File: src/rtl/pipeline_mem_arbiter_pkg.sv
// -----------------------------------------------------------------------------
// pipeline_pkg
//   Shared types and constants for the fetch/execute memory arbiter.
//   - arb_state_t : arbiter slot state (idle, fetch read in flight, data read
//                   in flight)
//   - arb_req_t   : which requester owns the current access slot
//   - MEM_LAT_MAX : largest supported memory read latency
//   - LAT_W       : width of the read-latency down-counter
// -----------------------------------------------------------------------------
package pipeline_pkg;

  localparam int MEM_LAT_MAX = 7;
  localparam int LAT_W       = $clog2(MEM_LAT_MAX + 1);

  typedef enum logic [1:0] {
    ARB_IDLE  = 2'd0,
    ARB_RD_IF = 2'd1,
    ARB_RD_D  = 2'd2
  } arb_state_t;

  typedef enum logic {
    REQ_IF = 1'b0,
    REQ_D  = 1'b1
  } arb_req_t;

  // Fetch accesses are always reads; data accesses are reads unless d_we.
  function automatic logic is_read(arb_req_t winner, logic d_we);
    return (winner == REQ_IF) || !d_we;
  endfunction

endpackage

File: src/rtl/pipeline_mem_arbiter_if.sv
// -----------------------------------------------------------------------------
// pipeline_mem_arbiter_if
//   Request/response bundle between the pipeline stages and the arbiter.
//   Fetch side : if_req, if_addr -> if_gnt, if_rvalid, if_rdata
//   Data side  : d_req, d_we, d_addr, d_wdata -> d_gnt, d_rvalid, d_rdata
//   modport master : the CPU stages (drive requests, receive grants/data)
//   modport slave  : the arbiter
// -----------------------------------------------------------------------------
interface pipeline_mem_arbiter_if #(
  parameter int ADDR_W = 16,
  parameter int DATA_W = 16
);

  logic              if_req;
  logic [ADDR_W-1:0] if_addr;
  logic              if_gnt;
  logic              if_rvalid;
  logic [DATA_W-1:0] if_rdata;

  logic              d_req;
  logic              d_we;
  logic [ADDR_W-1:0] d_addr;
  logic [DATA_W-1:0] d_wdata;
  logic              d_gnt;
  logic              d_rvalid;
  logic [DATA_W-1:0] d_rdata;

  modport master (
    output if_req, if_addr,
    input  if_gnt, if_rvalid, if_rdata,
    output d_req, d_we, d_addr, d_wdata,
    input  d_gnt, d_rvalid, d_rdata
  );

  modport slave (
    input  if_req, if_addr,
    output if_gnt, if_rvalid, if_rdata,
    input  d_req, d_we, d_addr, d_wdata,
    output d_gnt, d_rvalid, d_rdata
  );

endinterface

File: src/rtl/pipeline_mem_arbiter_mem_busy_counter.sv
// -----------------------------------------------------------------------------
// mem_busy_counter
//   Loadable down-counter tracking the remaining cycles of an outstanding
//   memory read. Counts down to zero and stops there.
//   clk, reset : clock, synchronous active-high reset (count -> 0)
//   load       : load load_val this cycle (takes priority over counting)
//   load_val   : latency to load
//   count      : current value
//   zero       : count == 0 (no read outstanding)
//   last       : count == 1 (final cycle of the outstanding read)
// -----------------------------------------------------------------------------
module mem_busy_counter
  import pipeline_pkg::*;
(
  input  logic             clk,
  input  logic             reset,
  input  logic             load,
  input  logic [LAT_W-1:0] load_val,
  output logic [LAT_W-1:0] count,
  output logic             zero,
  output logic             last
);

  // NOTE: clocked state uses non-blocking <= so every flop samples the
  // pre-edge values, independent of statement or process order.
  always_ff @(posedge clk) begin
    if (reset) begin
      count <= '0;
    end else if (load) begin
      count <= load_val;
    end else if (count != '0) begin
      count <= count - LAT_W'(1);
    end
  end

  assign zero = (count == '0);
  assign last = (count == LAT_W'(1));

endmodule

File: src/rtl/pipeline_mem_arbiter.sv
// -----------------------------------------------------------------------------
// pipeline_mem_arbiter
//   Shares one single-ported synchronous memory between instruction fetch and
//   the execute-stage load/store unit. One access is granted per slot; a slot
//   opens when nothing is outstanding or in the last cycle of a read, so reads
//   issue back-to-back. Data wins contention unless fetch has been passed over
//   STARVE_MAX times in a row.
//
//   clk, reset   : clock, synchronous active-high reset
//   bus (slave)  : fetch and data request/grant/response signals
//   mem_addr     : memory address (0 when no access is granted)
//   mem_wdata    : memory write data (0 unless a data access is granted)
//   mem_we       : memory write strobe
//   mem_re       : memory read strobe
//   mem_rdata    : memory read data, valid MEM_LAT cycles after mem_re
//   stall_fetch  : fetch waiting for grant or for its read data
//   stall_mem    : data access waiting for grant or for its load data
//
//   Parameters: ADDR_W, DATA_W, MEM_LAT (1..MEM_LAT_MAX), STARVE_MAX (>=1)
// -----------------------------------------------------------------------------
module pipeline_mem_arbiter
  import pipeline_pkg::*;
#(
  parameter int ADDR_W     = 16,
  parameter int DATA_W     = 16,
  parameter int MEM_LAT    = 1,
  parameter int STARVE_MAX = 4
) (
  input  logic                  clk,
  input  logic                  reset,
  pipeline_mem_arbiter_if.slave bus,
  output logic [ADDR_W-1:0]     mem_addr,
  output logic [DATA_W-1:0]     mem_wdata,
  output logic                  mem_we,
  output logic                  mem_re,
  input  logic [DATA_W-1:0]     mem_rdata,
  output logic                  stall_fetch,
  output logic                  stall_mem
);

  localparam logic [LAT_W-1:0] LAT_LOAD = LAT_W'(MEM_LAT);
  localparam int               SW       = $clog2(STARVE_MAX + 1);

  arb_state_t       state_q, state_d;
  arb_req_t         winner;
  logic [SW-1:0]    starve_q;
  logic             starve_full;
  logic             slot_open;
  logic             grant;
  logic             rd_grant;
  logic [LAT_W-1:0] lat_cnt;
  logic             lat_zero;
  logic             lat_last;

  mem_busy_counter u_busy (
    .clk      (clk),
    .reset    (reset),
    .load     (rd_grant),
    .load_val (LAT_LOAD),
    .count    (lat_cnt),
    .zero     (lat_zero),
    .last     (lat_last)
  );

  // ---------------------------------------------------------------------------
  // Arbitration (combinational). Grants are suppressed while reset is held so
  // every output reads 0 during reset.
  // ---------------------------------------------------------------------------
  assign starve_full = (starve_q == SW'(STARVE_MAX));
  assign slot_open   = ~reset & (lat_zero | lat_last);

  // NOTE: every variable written in always_comb gets a default first, so no
  // path can leave it unassigned and infer a latch.
  always_comb begin
    winner = REQ_D;
    if (bus.if_req && (!bus.d_req || starve_full)) begin
      winner = REQ_IF;
    end
  end

  assign grant      = slot_open & (bus.if_req | bus.d_req);
  assign bus.if_gnt = grant & (winner == REQ_IF);
  assign bus.d_gnt  = grant & (winner == REQ_D);
  assign rd_grant   = grant & is_read(winner, bus.d_we);

  // Memory command follows the winner in the grant cycle; addresses are only
  // looked at here, so a changing or unknown address before grant is harmless.
  always_comb begin
    mem_addr  = '0;
    mem_wdata = '0;
    mem_we    = 1'b0;
    mem_re    = 1'b0;
    if (grant) begin
      if (winner == REQ_IF) begin
        mem_addr = bus.if_addr;
        mem_re   = 1'b1;
      end else begin
        mem_addr  = bus.d_addr;
        mem_wdata = bus.d_wdata;
        mem_we    = bus.d_we;
        mem_re    = ~bus.d_we;
      end
    end
  end

  // ---------------------------------------------------------------------------
  // Slot state. A read grant (re)loads the latency counter and records who
  // owns the returning data; stores never leave IDLE.
  // ---------------------------------------------------------------------------
  always_comb begin
    state_d = state_q;
    if (lat_last) begin
      state_d = ARB_IDLE;
    end
    if (rd_grant) begin
      state_d = (winner == REQ_IF) ? ARB_RD_IF : ARB_RD_D;
    end
  end

  always_ff @(posedge clk) begin
    if (reset) begin
      state_q <= ARB_IDLE;
    end else begin
      state_q <= state_d;
    end
  end

  // Counts data grants that passed over a waiting fetch; any break in if_req
  // or a fetch grant restarts the count.
  always_ff @(posedge clk) begin
    if (reset) begin
      starve_q <= '0;
    end else if (!bus.if_req || bus.if_gnt) begin
      starve_q <= '0;
    end else if (bus.d_gnt && !starve_full) begin
      starve_q <= starve_q + SW'(1);
    end
  end

  // ---------------------------------------------------------------------------
  // Read return: mem_rdata is passed straight through in the final latency
  // cycle. Reset drops an in-flight read, so its data never shows up.
  // ---------------------------------------------------------------------------
  assign bus.if_rvalid = ~reset & lat_last & (state_q == ARB_RD_IF);
  assign bus.d_rvalid  = ~reset & lat_last & (state_q == ARB_RD_D);
  assign bus.if_rdata  = bus.if_rvalid ? mem_rdata : '0;
  assign bus.d_rdata   = bus.d_rvalid  ? mem_rdata : '0;

  assign stall_fetch = ~reset & ((bus.if_req & ~bus.if_gnt) |
                                 ((state_q == ARB_RD_IF) & ~bus.if_rvalid));
  assign stall_mem   = ~reset & ((bus.d_req & ~bus.d_gnt) |
                                 ((state_q == ARB_RD_D) & ~bus.d_rvalid));

  // ---------------------------------------------------------------------------
  // Invariants
  // ---------------------------------------------------------------------------
  a_one_grant : assert property (@(posedge clk) disable iff (reset)
    !(bus.if_gnt && bus.d_gnt));

  a_one_strobe : assert property (@(posedge clk) disable iff (reset)
    !(mem_we && mem_re));

  a_no_early_grant : assert property (@(posedge clk) disable iff (reset)
    (lat_cnt > LAT_W'(1)) |-> !(bus.if_gnt || bus.d_gnt));

  a_idle_matches_counter : assert property (@(posedge clk) disable iff (reset)
    (state_q == ARB_IDLE) == lat_zero);

endmodule

File: src/flat_wrapper.sv
// flat-port wrapper written by rule: the top's interface ports become plain ports
module pipeline_mem_arbiter_flat import pipeline_pkg::*;
#(
  parameter int ADDR_W     = 16,
  parameter int DATA_W     = 16,
  parameter int MEM_LAT    = 1,
  parameter int STARVE_MAX = 4
)
  (clk, reset, mem_addr, mem_wdata, mem_we, mem_re, mem_rdata, stall_fetch, stall_mem, bus_if_req, bus_if_addr, bus_if_gnt, bus_if_rvalid, bus_if_rdata, bus_d_req, bus_d_we, bus_d_addr, bus_d_wdata, bus_d_gnt, bus_d_rvalid, bus_d_rdata);
  pipeline_mem_arbiter_if #(.ADDR_W(ADDR_W), .DATA_W(DATA_W)) bus_i ();
  input  logic clk;
  input  logic reset;
  output logic [ADDR_W-1:0] mem_addr;
  output logic [DATA_W-1:0] mem_wdata;
  output logic mem_we;
  output logic mem_re;
  input  logic [DATA_W-1:0] mem_rdata;
  output logic stall_fetch;
  output logic stall_mem;
  input wire logic [$bits(bus_i.if_req)-1:0] bus_if_req;
  input wire logic [$bits(bus_i.if_addr)-1:0] bus_if_addr;
  output wire logic [$bits(bus_i.if_gnt)-1:0] bus_if_gnt;
  output wire logic [$bits(bus_i.if_rvalid)-1:0] bus_if_rvalid;
  output wire logic [$bits(bus_i.if_rdata)-1:0] bus_if_rdata;
  input wire logic [$bits(bus_i.d_req)-1:0] bus_d_req;
  input wire logic [$bits(bus_i.d_we)-1:0] bus_d_we;
  input wire logic [$bits(bus_i.d_addr)-1:0] bus_d_addr;
  input wire logic [$bits(bus_i.d_wdata)-1:0] bus_d_wdata;
  output wire logic [$bits(bus_i.d_gnt)-1:0] bus_d_gnt;
  output wire logic [$bits(bus_i.d_rvalid)-1:0] bus_d_rvalid;
  output wire logic [$bits(bus_i.d_rdata)-1:0] bus_d_rdata;
  assign bus_i.if_req = bus_if_req;
  assign bus_i.if_addr = bus_if_addr;
  assign bus_if_gnt = bus_i.if_gnt;
  assign bus_if_rvalid = bus_i.if_rvalid;
  assign bus_if_rdata = bus_i.if_rdata;
  assign bus_i.d_req = bus_d_req;
  assign bus_i.d_we = bus_d_we;
  assign bus_i.d_addr = bus_d_addr;
  assign bus_i.d_wdata = bus_d_wdata;
  assign bus_d_gnt = bus_i.d_gnt;
  assign bus_d_rvalid = bus_i.d_rvalid;
  assign bus_d_rdata = bus_i.d_rdata;
  pipeline_mem_arbiter #(.ADDR_W(ADDR_W), .DATA_W(DATA_W), .MEM_LAT(MEM_LAT), .STARVE_MAX(STARVE_MAX)) u_core (.clk(clk), .reset(reset), .bus(bus_i), .mem_addr(mem_addr), .mem_wdata(mem_wdata), .mem_we(mem_we), .mem_re(mem_re), .mem_rdata(mem_rdata), .stall_fetch(stall_fetch), .stall_mem(stall_mem));
endmodule
File: config.mk
export PLATFORM = sky130hd
export DESIGN_NAME = pipeline_mem_arbiter_flat
export DESIGN_NICKNAME = d
export VERILOG_FILES = /design/src/rtl/pipeline_mem_arbiter_pkg.sv /design/src/rtl/pipeline_mem_arbiter_if.sv /design/src/rtl/pipeline_mem_arbiter_mem_busy_counter.sv /design/src/rtl/pipeline_mem_arbiter.sv /design/src/flat_wrapper.sv
export SDC_FILE = /design/constraint.sdc
export NUM_CORES = 1
export LEC_CHECK = 0
export CAP_MARGIN = 20
export CORE_ASPECT_RATIO = 1.25
export CORE_MARGIN = 3
export CORE_UTILIZATION = 32
export DETAILED_ROUTE_END_ITERATION = 8
export PLACE_DENSITY = 0.88
export SLEW_MARGIN = 5
export SYNTH_ARGS = -nofsm -noshare
export SYNTH_HDL_FRONTEND = slang
export SYNTH_SLANG_ARGS = --single-unit
File: constraint.sdc
create_clock -name clk -period 3.41 [get_ports clk]
set_input_delay 0.682 -clock clk [delete_from_list [all_inputs] [get_ports clk]]
set_output_delay 0.682 -clock clk [all_outputs]
set_load 0.02 [all_outputs]
* Yosys cells after proc, flatten, opt, wreduce, memory -nomap -nowiden
Index checks and enable logic that the tools add are counted.
Cells by class: muxes and demuxes 16, eq/ne operators 4, reductions and logical operators 15, bitwise gates (word level) 24, add/subtract/negate cells 2
Operator list (count):
- 2-to-1 mux 16 bit | 6
- bitwise AND 1 bit | 14
- 2-to-1 mux 1 bit | 7
- 2-to-1 mux 2 bit | 3
- inverter 1 bit | 6
- zero test 1 bit | 4
- OR 1 bit | 4
- nonzero test 2 bit | 2
- OR reduction 2 bit | 2
- adder 3 x 1 -> 3 bit, second input constant | 1
- == test 3 x 1 -> 1 bit, second input constant | 1
- == test 3 bit, second input constant | 1
- zero test 3 bit | 1
- logical OR 1 bit | 3
- nonzero test 3 bit | 1
- subtractor 3 x 1 -> 3 bit, second input constant | 1
- == test 2 x 1 -> 1 bit, second input constant | 1
- == test 2 bit, second input constant | 1
- logical AND 1 bit | 2
Storage, ports and cells: output and inout port bits 72, logic and storage cells 65, register bits after elaboration 8

* Logic depth before layout (Yosys ltp)
Gate-level depths: netlist of run 1.
depth after elaboration 9, depth in mapped cells 7

* Hierarchy
From an unflattened synthesis of run 1, not the netlist that was laid out.
Unflattened totals: cells, all modules 193, area, all modules 1371.3 um2
By module, submodules not included:
- pipeline_mem_arbiter | cells an instance 169, instances 1, area each 1143.6 um2, seq. area each 100.1 um2
- mem_busy_counter | cells an instance 24, instances 1, area each 227.7 um2, seq. area each 60.1 um2

* Least setup slack after synthesis of run 1
OpenSTA, ideal clock, no wires.
kind in2out, start point input reset, end point output stall_mem, required time 2728 ps, stages on the path 5, setup slack 868 ps, arrival time 1860 ps, cells stage by stage buf_2 > buf_2 > clkbuf_1 > o21ai_0 > a31oi_1
On the way: cells in the longest elaborated chain, start to end 8, elaborated cells between the ends (all ways) 12, classes of those cells bitwise: 12
RTL lines:
- start, declared | RTL line flat_wrapper.sv:12 | input logic reset;
- inverter 1 bit (*) | RTL line pipeline_mem_arbiter.sv:70, pipeline_mem_arbiter.sv:145, pipeline_mem_arbiter.sv:151
- bitwise AND 1 bit | RTL line pipeline_mem_arbiter.sv:70 | assign slot_open = ~reset & (lat_zero | lat_last);
- bitwise AND 1 bit | RTL line pipeline_mem_arbiter.sv:81 | assign grant = slot_open & (bus.if_req | bus.d_req);
- bitwise AND 1 bit | RTL line pipeline_mem_arbiter.sv:83 | assign bus.d_gnt = grant & (winner == REQ_D);
- inverter 1 bit | RTL line pipeline_mem_arbiter.sv:151 | assign stall_mem = ~reset & ((bus.d_req & ~bus.d_gnt) |
- bitwise AND 1 bit | RTL line pipeline_mem_arbiter.sv:151
- OR 1 bit | RTL line pipeline_mem_arbiter.sv:151
- bitwise AND 1 bit (*) | RTL line pipeline_mem_arbiter.sv:151
- end, declared | RTL line flat_wrapper.sv:19 | output logic stall_mem;
Mark *: on every way between the ends. The rest lies on a longest branch, timed or not.

* Final worst setup path of run 1
start point input bus_d_req, end point output mem_addr[9]
On the way: cells in the longest elaborated chain, start to end 5, elaborated cells between the ends (all ways) 7, classes of those cells mux: 2; bitwise: 2; reduce/logical: 3
RTL lines:
- start, declared | RTL line flat_wrapper.sv:25 | input wire logic [$bits(bus_i.d_req)-1:0] bus_d_req;
- zero test 1 bit | RTL line pipeline_mem_arbiter.sv:76 | if (bus.if_req && (!bus.d_req || starve_full)) begin
- logical OR 1 bit | RTL line pipeline_mem_arbiter.sv:76
- logical AND 1 bit | RTL line pipeline_mem_arbiter.sv:76
- 2-to-1 mux 16 bit | RTL line pipeline_mem_arbiter.sv:94 | if (winner == REQ_IF) begin
- 2-to-1 mux 16 bit (*) | RTL line pipeline_mem_arbiter.sv:93 | if (grant) begin
- end, declared | RTL line flat_wrapper.sv:13 | output logic [ADDR_W-1:0] mem_addr;
Marks and branches as above.

==> impl_metrics.csv, run 1 <==
group,metric,value,unit
worst_setup_path,critical_path.max_fanout,21,
logic_synthesis,synthTopCellsByArea,"sky130_fd_sc_hd__and2_1, sky130_fd_sc_hd__dfxtp_1, sky130_fd_sc_hd__a2111oi_0, sky130_fd_sc_hd__and3_1, sky130_fd_sc_hd__a31o_2",
global_routing,grt-ovfl-total,0,
global_routing,gr-usage-met1,0.249,
logic_synthesis,synth.avg_cell_area,7.33,sq um
logic_synthesis,ys.flop_type,"sky130_fd_sc_hd__dfxtp_1",
clock_network,clock-sinks,8,
floorplanning,top_level_ports,141,
timing,maxClockFrequency,0.291,GHz
placement,place_congestion,0.797,
floorplanning,dieArea,5140,sq um
placement,detailed_placement_wirelength_estimate,4.69,mm
clock_network,tritoncts,"done",
logic_synthesis,syn_inst,188,
route,wl_per_cell,16.0,um
global_routing,grt_pass1_vias,1878,
floorplanning,initial_utilization,0.334,
power_and_ir_drop,vdd.ir_drop.worst,0.000250,V
route,route.vias.total,1995,
final_layout,final_cell_area,2980,sq um
floorplanning,floorplan.rows,26,
clock_network,clk_pin_slew_worst_paths,0.04,ns
logic_synthesis,synthArstFlopShare,0,
floorplanning,chipWidth,64.7,um
logic_synthesis,ys_seq_area_frac,0.116,
timing,holdWs,0.497,ns
timing,layout_worst_path_cycle_share,1.01,
worst_setup_path,critPathCaptureType,"output port",
run_status,failed_checks,"setup timing",
placement,placement.io_buffers,140,
hold_path,hold_end,"u_core.starve_q[1]",
timing,worst_slack,-0.0220,ns
worst_setup_path,r2r_cells,6,
route,first_iter_violations,68,
floorplanning,std_cell_core_area,4130,sq um
route,drc,0,
worst_setup_path,regToRegStartpoint,"u_core.u_busy.count[0]",
route,drt-pass1-iter-count,4,
timing,slew_violations,0,
logic_synthesis,syn_area,1380,sq um
power_and_ir_drop,p_leak,1.28,nW
timing,hold_viol,0,
route,detail_route.vias_per_cell,5.28,
worst_setup_path,timing.critical_path.from_type,"input port",
clock_network,cts.htree.levels,1,
job,maxCapViolations,0,
logic_synthesis,post_synth_num_cell_types,37,
final_layout,area_delta_synth_final,116,%
logic_synthesis,share_of_the_synthesized_area_in_the_top_cell_type,0.154,
clock_network,clockRootBuffer,"sky130_fd_sc_hd__clkbuf_8",
global_routing,grt_most_used_layer,"met2",
logic_synthesis,edff_count_synth,0,
final_layout,final_nets,398,
hold_path,hp-class,"register to register",
floorplanning,die_h,79.4,um
worst_setup_path,setup.reg_to_reg.worst_slack,1.38,ns
route,ant_nets,0,
timing,timing.slew.headroom,0.572,
global_routing,grt_util_met2,0.418,
global_routing,total_track_usage,0.219,
logic_synthesis,yosys-top-cells-count,"sky130_fd_sc_hd__and2_1, sky130_fd_sc_hd__o21ai_0, sky130_fd_sc_hd__and3_1",
worst_setup_path,class_of_the_most_critical_setup_path,"input port to output port",
hold_path,min_delay_path_depth,2,
clock_network,worstSkewPairLatency,0.24,ns
worst_setup_path,critical_path_arrival,2.75,ns
logic_synthesis,cell_taking_the_most_area_after_synthesis,"sky130_fd_sc_hd__and2_1",
logic_synthesis,ys.warnings.count,0,
timing,final_critical_period,3.43,ns
power_and_ir_drop,powerDensity,377,nW/um^2
clock_network,cts.hold.buffers_added,0,
clock_network,numCtsBuffers,3,
final_layout,insertedDiodeCount,0,
route,wire_length_after_detailed_routing,6.04,mm
run_status,status,"complete, but fails checks",
logic_synthesis,synthMostInstantiatedCell,"sky130_fd_sc_hd__and2_1",
global_routing,antenna_found_initial,0,
final_layout,layout-drive-gt1-share,0.115,
global_routing,grt_pass1_wl,9.21,mm
timing,grt_setup_unrepaired,"yes",
global_routing,groute.layer.met3.usage,0.0423,
worst_setup_path,crit_required,2.73,ns
timing,fin_tns_setup,-0.0388,ns
worst_setup_path,timing.rr.end,"u_core.u_busy.count[1]",
timing,setup_viol,5,
timing,finalClockSkew,0.00117,ns
timing,worst_slew_pin_slew,0.641,ns
logic_synthesis,synth_seq_cells,8,
logic_synthesis,syn_nets,262,
placement,detailed_place.area,2860,sq um
hold_path,hp-start,"u_core.starve_q[1]",
clock_network,clock_path_buffers,2,
global_routing,grt_max_degree,36,
-- cell type report --
cell class / count / area (sq um)
clock buffers: 3 / 41.3
fillers: 327 / 1150
inverters: 5 / 18.8
multi-input cells: 153 / 1130
flip-flops and latches: 8 / 160
well taps: 56 / 70.1
repair buffers: 153 / 1550
-- logic make-up (layout without fill, tap and decap cells) --
logic type	after synthesis	count (layout)	synth area share
and+or+nand+nor	81	81	0.385
buffers and inverters	28	161	0.0907
AOI/OAI and AO/OA	65	66	0.357
adders and majority gates	5	5	0.0454
DFF	8	8	0.116
xor gates and xnor gates	1	1	0.00635
-- placed cells by master, fill, tap and decap left out, types with 4 or more instances in the layout --
master,n
sky130_fd_sc_hd__nand2b_1,4
sky130_fd_sc_hd__dfxtp_1,8
sky130_fd_sc_hd__ha_1,5
sky130_fd_sc_hd__and2_1,33
sky130_fd_sc_hd__nor2_1,4
sky130_fd_sc_hd__and3_1,18
sky130_fd_sc_hd__a31o_2,11
sky130_fd_sc_hd__buf_4,9
sky130_fd_sc_hd__a2111oi_1,7
sky130_fd_sc_hd__inv_1,5
sky130_fd_sc_hd__o21ai_0,19
sky130_fd_sc_hd__a2111oi_0,9
sky130_fd_sc_hd__clkdlybuf4s50_1,128
sky130_fd_sc_hd__a31o_1,5
sky130_fd_sc_hd__dlymetal6s2s_1,10
-- repair_timing --
item / 4_1_cts / 5_1_grt
gates resized for setup: 8 / 18
setup endpoints to repair: 18 / 32
cloned: 0 / 2
pin swaps: 0 / 1
buffers inserted: 0 / 0
-- where the power goes --
| part | switching [mW] | leakage [nW] | internal (mW) |
|---|---|---|---|
| registers | 0.0220 | 0.0654 | 0.115 |
| clock network | 0.0425 | 0.0216 | 0.0769 |
| logic | 0.460 | 1.19 | 0.406 |
| total | 0.525 | 1.28 | 0.598 |
-- routing by layer --
metal | part of all wire | routed length, um
met1 | 0.39 | 2330
met2 | 0.54 | 3250
met3 | 0.067 | 403
met4 | 0.0094 | 57
met5 | 0 | 0
-- state kept, by name, summed over array words and instances (netlist names) --
signal	count
u_core.starve_q	3
u_core.u_busy.count	3
u_core.state_q	2
-- per-stage QoR --
stage	worst slack, ns	util	total power, mW	std cells
after floorplan	0.868	-	0.621	188
after global placement	-0.112	0.692	0.938	373
after detailed placement	-0.199	0.692	0.961	373
after CTS	-0.0545	0.703	1.09	376
after global routing	-0.116	0.721	1.20	378
final	-0.0220	0.721	1.12	378
-- how the worst max path moves through the flow --
stage / startpoint / end / slack [ns] / cells after the start
after global routing: bus_d_req / mem_addr[13] / -0.12 / 5
after global placement: bus_d_req / mem_addr[3] / -0.11 / 5
after CTS: bus_d_req / mem_addr[9] / -0.05 / 5
after detailed placement: bus_d_req / mem_addr[7] / -0.20 / 5
final: bus_d_req / mem_addr[9] / -0.02 / 5
after floorplan: reset / stall_mem / 0.87 / 5
-- critical path, cell delays in order --
cell                              delay, ns
sky130_fd_sc_hd__clkdlybuf4s50_1       0.51
sky130_fd_sc_hd__a21bo_4               0.31
sky130_fd_sc_hd__a2111oi_0             0.48
sky130_fd_sc_hd__a31o_2                0.17
sky130_fd_sc_hd__clkdlybuf4s50_1       0.60
(Power assumes the default switching activity.)
==> inputs of run 2 (changes only) <==
- REMOVE_ABC_BUFFERS: unset -> 1
==> run 2 against run 1 <==
The run still ends with setup timing left; worst setup slack improved by 0.017 ns; routed wire length fell by 1.9%; total power rose by 0.47%; clock skew rose by 0.0020 ns; sequential share of layout area fell by 0.065 points; maximum frequency rose by 0.51%; final cell count did not move; combinational power rose by 1%; clock-buffer cell count did not move; sequential power barely moved; first-iteration DRC count rose by 18%; via count rose by 1.6%; critical path type unchanged; highest routed layer unchanged.
==> impl_metrics.csv, run 2 (synthesized netlist as in run 1, its figures left out) <==
group,metric,value,unit
clock_network,clock-sinks,8,
clock_network,worstSkewPairLatency,0.23,ns
clock_network,numCtsBuffers,3,
worst_setup_path,critical_path.max_fanout,23,
global_routing,grt_most_used_layer,"met2",
power_and_ir_drop,p_leak,1.31,nW
floorplanning,std_cell_core_area,4130,sq um
floorplanning,chipWidth,64.7,um
timing,grt_setup_unrepaired,"yes",
placement,placement.io_buffers,140,
power_and_ir_drop,cell_internal_pwr,0.608,mW
timing,timing.slew.headroom,0.676,
final_layout,layout-drive-gt1-share,0.118,
power_and_ir_drop,power.share.combinational,0.775,
timing,setup_viol,1,
placement,place_congestion,0.788,
global_routing,groute.layer.met3.usage,0.0338,
global_routing,grt_util_met2,0.419,
route,wire_length_after_detailed_routing,5.93,mm
run_status,status,"complete, but fails checks",
clock_network,tritoncts,"done",
power_and_ir_drop,netSwitchingFraction,0.462,
global_routing,grt_max_degree,40,
final_layout,largestRegisters,"u_core.starve_q (3), u_core.u_busy.count (3), u_core.state_q (2)",
hold_path,hp-class,"register to register",
route,wl_per_cell,15.7,um
placement,detailed_placement_wirelength_estimate,4.61,mm
floorplanning,die_h,79.4,um
floorplanning,floorplan.rows,26,
clock_network,clockRootBuffer,"sky130_fd_sc_hd__clkbuf_8",
route,first_iter_violations,80,
timing,layout_worst_path_cycle_share,1.00,
worst_setup_path,critical_path_arrival,2.73,ns
final_layout,area_delta_synth_final,119,%
route,drt-pass1-iter-count,4,
worst_setup_path,timing.critical_path.from_type,"input port",
global_routing,total_track_usage,0.214,
route,detail_route.vias_per_cell,5.36,
final_layout,final_cell_area,3010,sq um
worst_setup_path,critPathCaptureType,"output port",
final_layout,insertedDiodeCount,0,
power_and_ir_drop,power.net_switching,0.521,mW
run_status,failed_checks,"setup timing",
floorplanning,dieArea,5140,sq um
timing,final_critical_period,3.41,ns
global_routing,antenna_found_initial,0,
clock_network,clock_path_buffers,2,
global_routing,grt-ovfl-total,0,
power_and_ir_drop,seqPwrFrac,0.122,
clock_network,cts.htree.levels,1,
floorplanning,top_level_ports,141,
route,route.vias.total,2026,
final_layout,fillerInstances,328,
final_layout,core_utilization_of_the_finished_layout,0.730,
global_routing,gr-usage-met1,0.234,
worst_setup_path,crit_required,2.73,ns
final_layout,layout.cells.most_common,"sky130_fd_sc_hd__clkdlybuf4s50_1",
power_and_ir_drop,clock_power_share,0.103,
global_routing,grt_pass1_vias,1896,
global_routing,grt_pass1_wl,9.09,mm
timing,slew_violations,0,
timing,maxClockFrequency,0.293,GHz
route,ant_nets,0,
final_layout,final_nets,398,
job,maxCapViolations,0,
clock_network,clk_pin_slew_worst_paths,0.04,ns
worst_setup_path,class_of_the_most_critical_setup_path,"input port to output port",
placement,detailed_place.area,2900,sq um
floorplanning,initial_utilization,0.334,
final_layout,most_frequent_cells_in_the_layout,"sky130_fd_sc_hd__clkdlybuf4s50_1, sky130_fd_sc_hd__and2_1, sky130_fd_sc_hd__o21ai_0, sky130_fd_sc_hd__and3_1, sky130_fd_sc_hd__dlymetal6s2s_1",
route,drc,0,
timing,hold_viol,0,
power_and_ir_drop,vdd.ir_drop.worst,0.000278,V
timing,worst_slack,-0.00478,ns
timing,worst_slew_pin_slew,0.484,ns
power_and_ir_drop,powerDensity,374,nW/um^2
timing,finalClockSkew,0.00313,ns
run 2: final cells by class:
type	instances	area [sq um]	share of cell area
clock buffer	3	41.3	0.0137
inverter	5	18.8	0.00623
multi-input combinational	152	1140	0.377
sequential	8	160	0.0531
tap	56	70.1	0.0232
timing repair buffer	154	1590	0.526
run 2: timing repair:
| action | 4_1_cts | 5_1_grt |
|---|---|---|
| gates resized for setup | 8 | 23 |
| setup buffers | 0 | 0 |
| hold buffers | 0 | 0 |
| endpoints found under the hold margin | 0 | 0 |
| endpoints found under the setup margin | 6 | 16 |
run 2: worst paths after layout:
kind                           from                      to  slack [ns]  cells after the start
max                       bus_d_req            mem_addr[14]      -0.005                      6
max reg2reg  u_core.u_busy.count[0]  u_core.u_busy.count[1]        1.58                      6
min              u_core.starve_q[1]      u_core.starve_q[1]        0.50                      2
min reg2reg      u_core.starve_q[1]      u_core.starve_q[1]        0.50                      2
run 2: worst max-delay path, stage by stage:
cell and delay (ns):
sky130_fd_sc_hd__clkdlybuf4s50_1 0.48, sky130_fd_sc_hd__buf_4 0.24, sky130_fd_sc_hd__o21ai_0 0.13, sky130_fd_sc_hd__a2111oi_1 0.44, sky130_fd_sc_hd__a31o_1 0.16, sky130_fd_sc_hd__clkdlybuf4s50_1 0.60
run 2: per-stage QoR:
stage	total power [mW]	TNS, ns	instances	hold WS [ns]	setup slack (ns)
after CTS	1.12	-0.0108	378	0.505	-0.0108
after detailed placement	0.989	-0.265	375	0.499	-0.0723
after global routing	1.20	-0.163	378	0.548	-0.0750
after global placement	0.972	-0.0570	375	0.472	-0.0317
final	1.13	-0.00478	378	0.501	-0.00478
after floorplan	0.580	0	165	0.466	0.895
run 2: layer usage:
metal	vias up	wire length, um
li1	989	-
met1	924	2210
met2	107	3160
met3	6	482
met4	0	79
met5	-	0
run 2: power by group through the flow:
stage	Clock (mW)	Sequential [mW]	Combinational [mW]
final	0.116	0.138	0.875
after global routing	0.122	0.141	0.936
after CTS	0.117	0.138	0.866
after detailed placement	0	0.139	0.850
after global placement	0	0.136	0.836
after floorplan	0	0.133	0.447
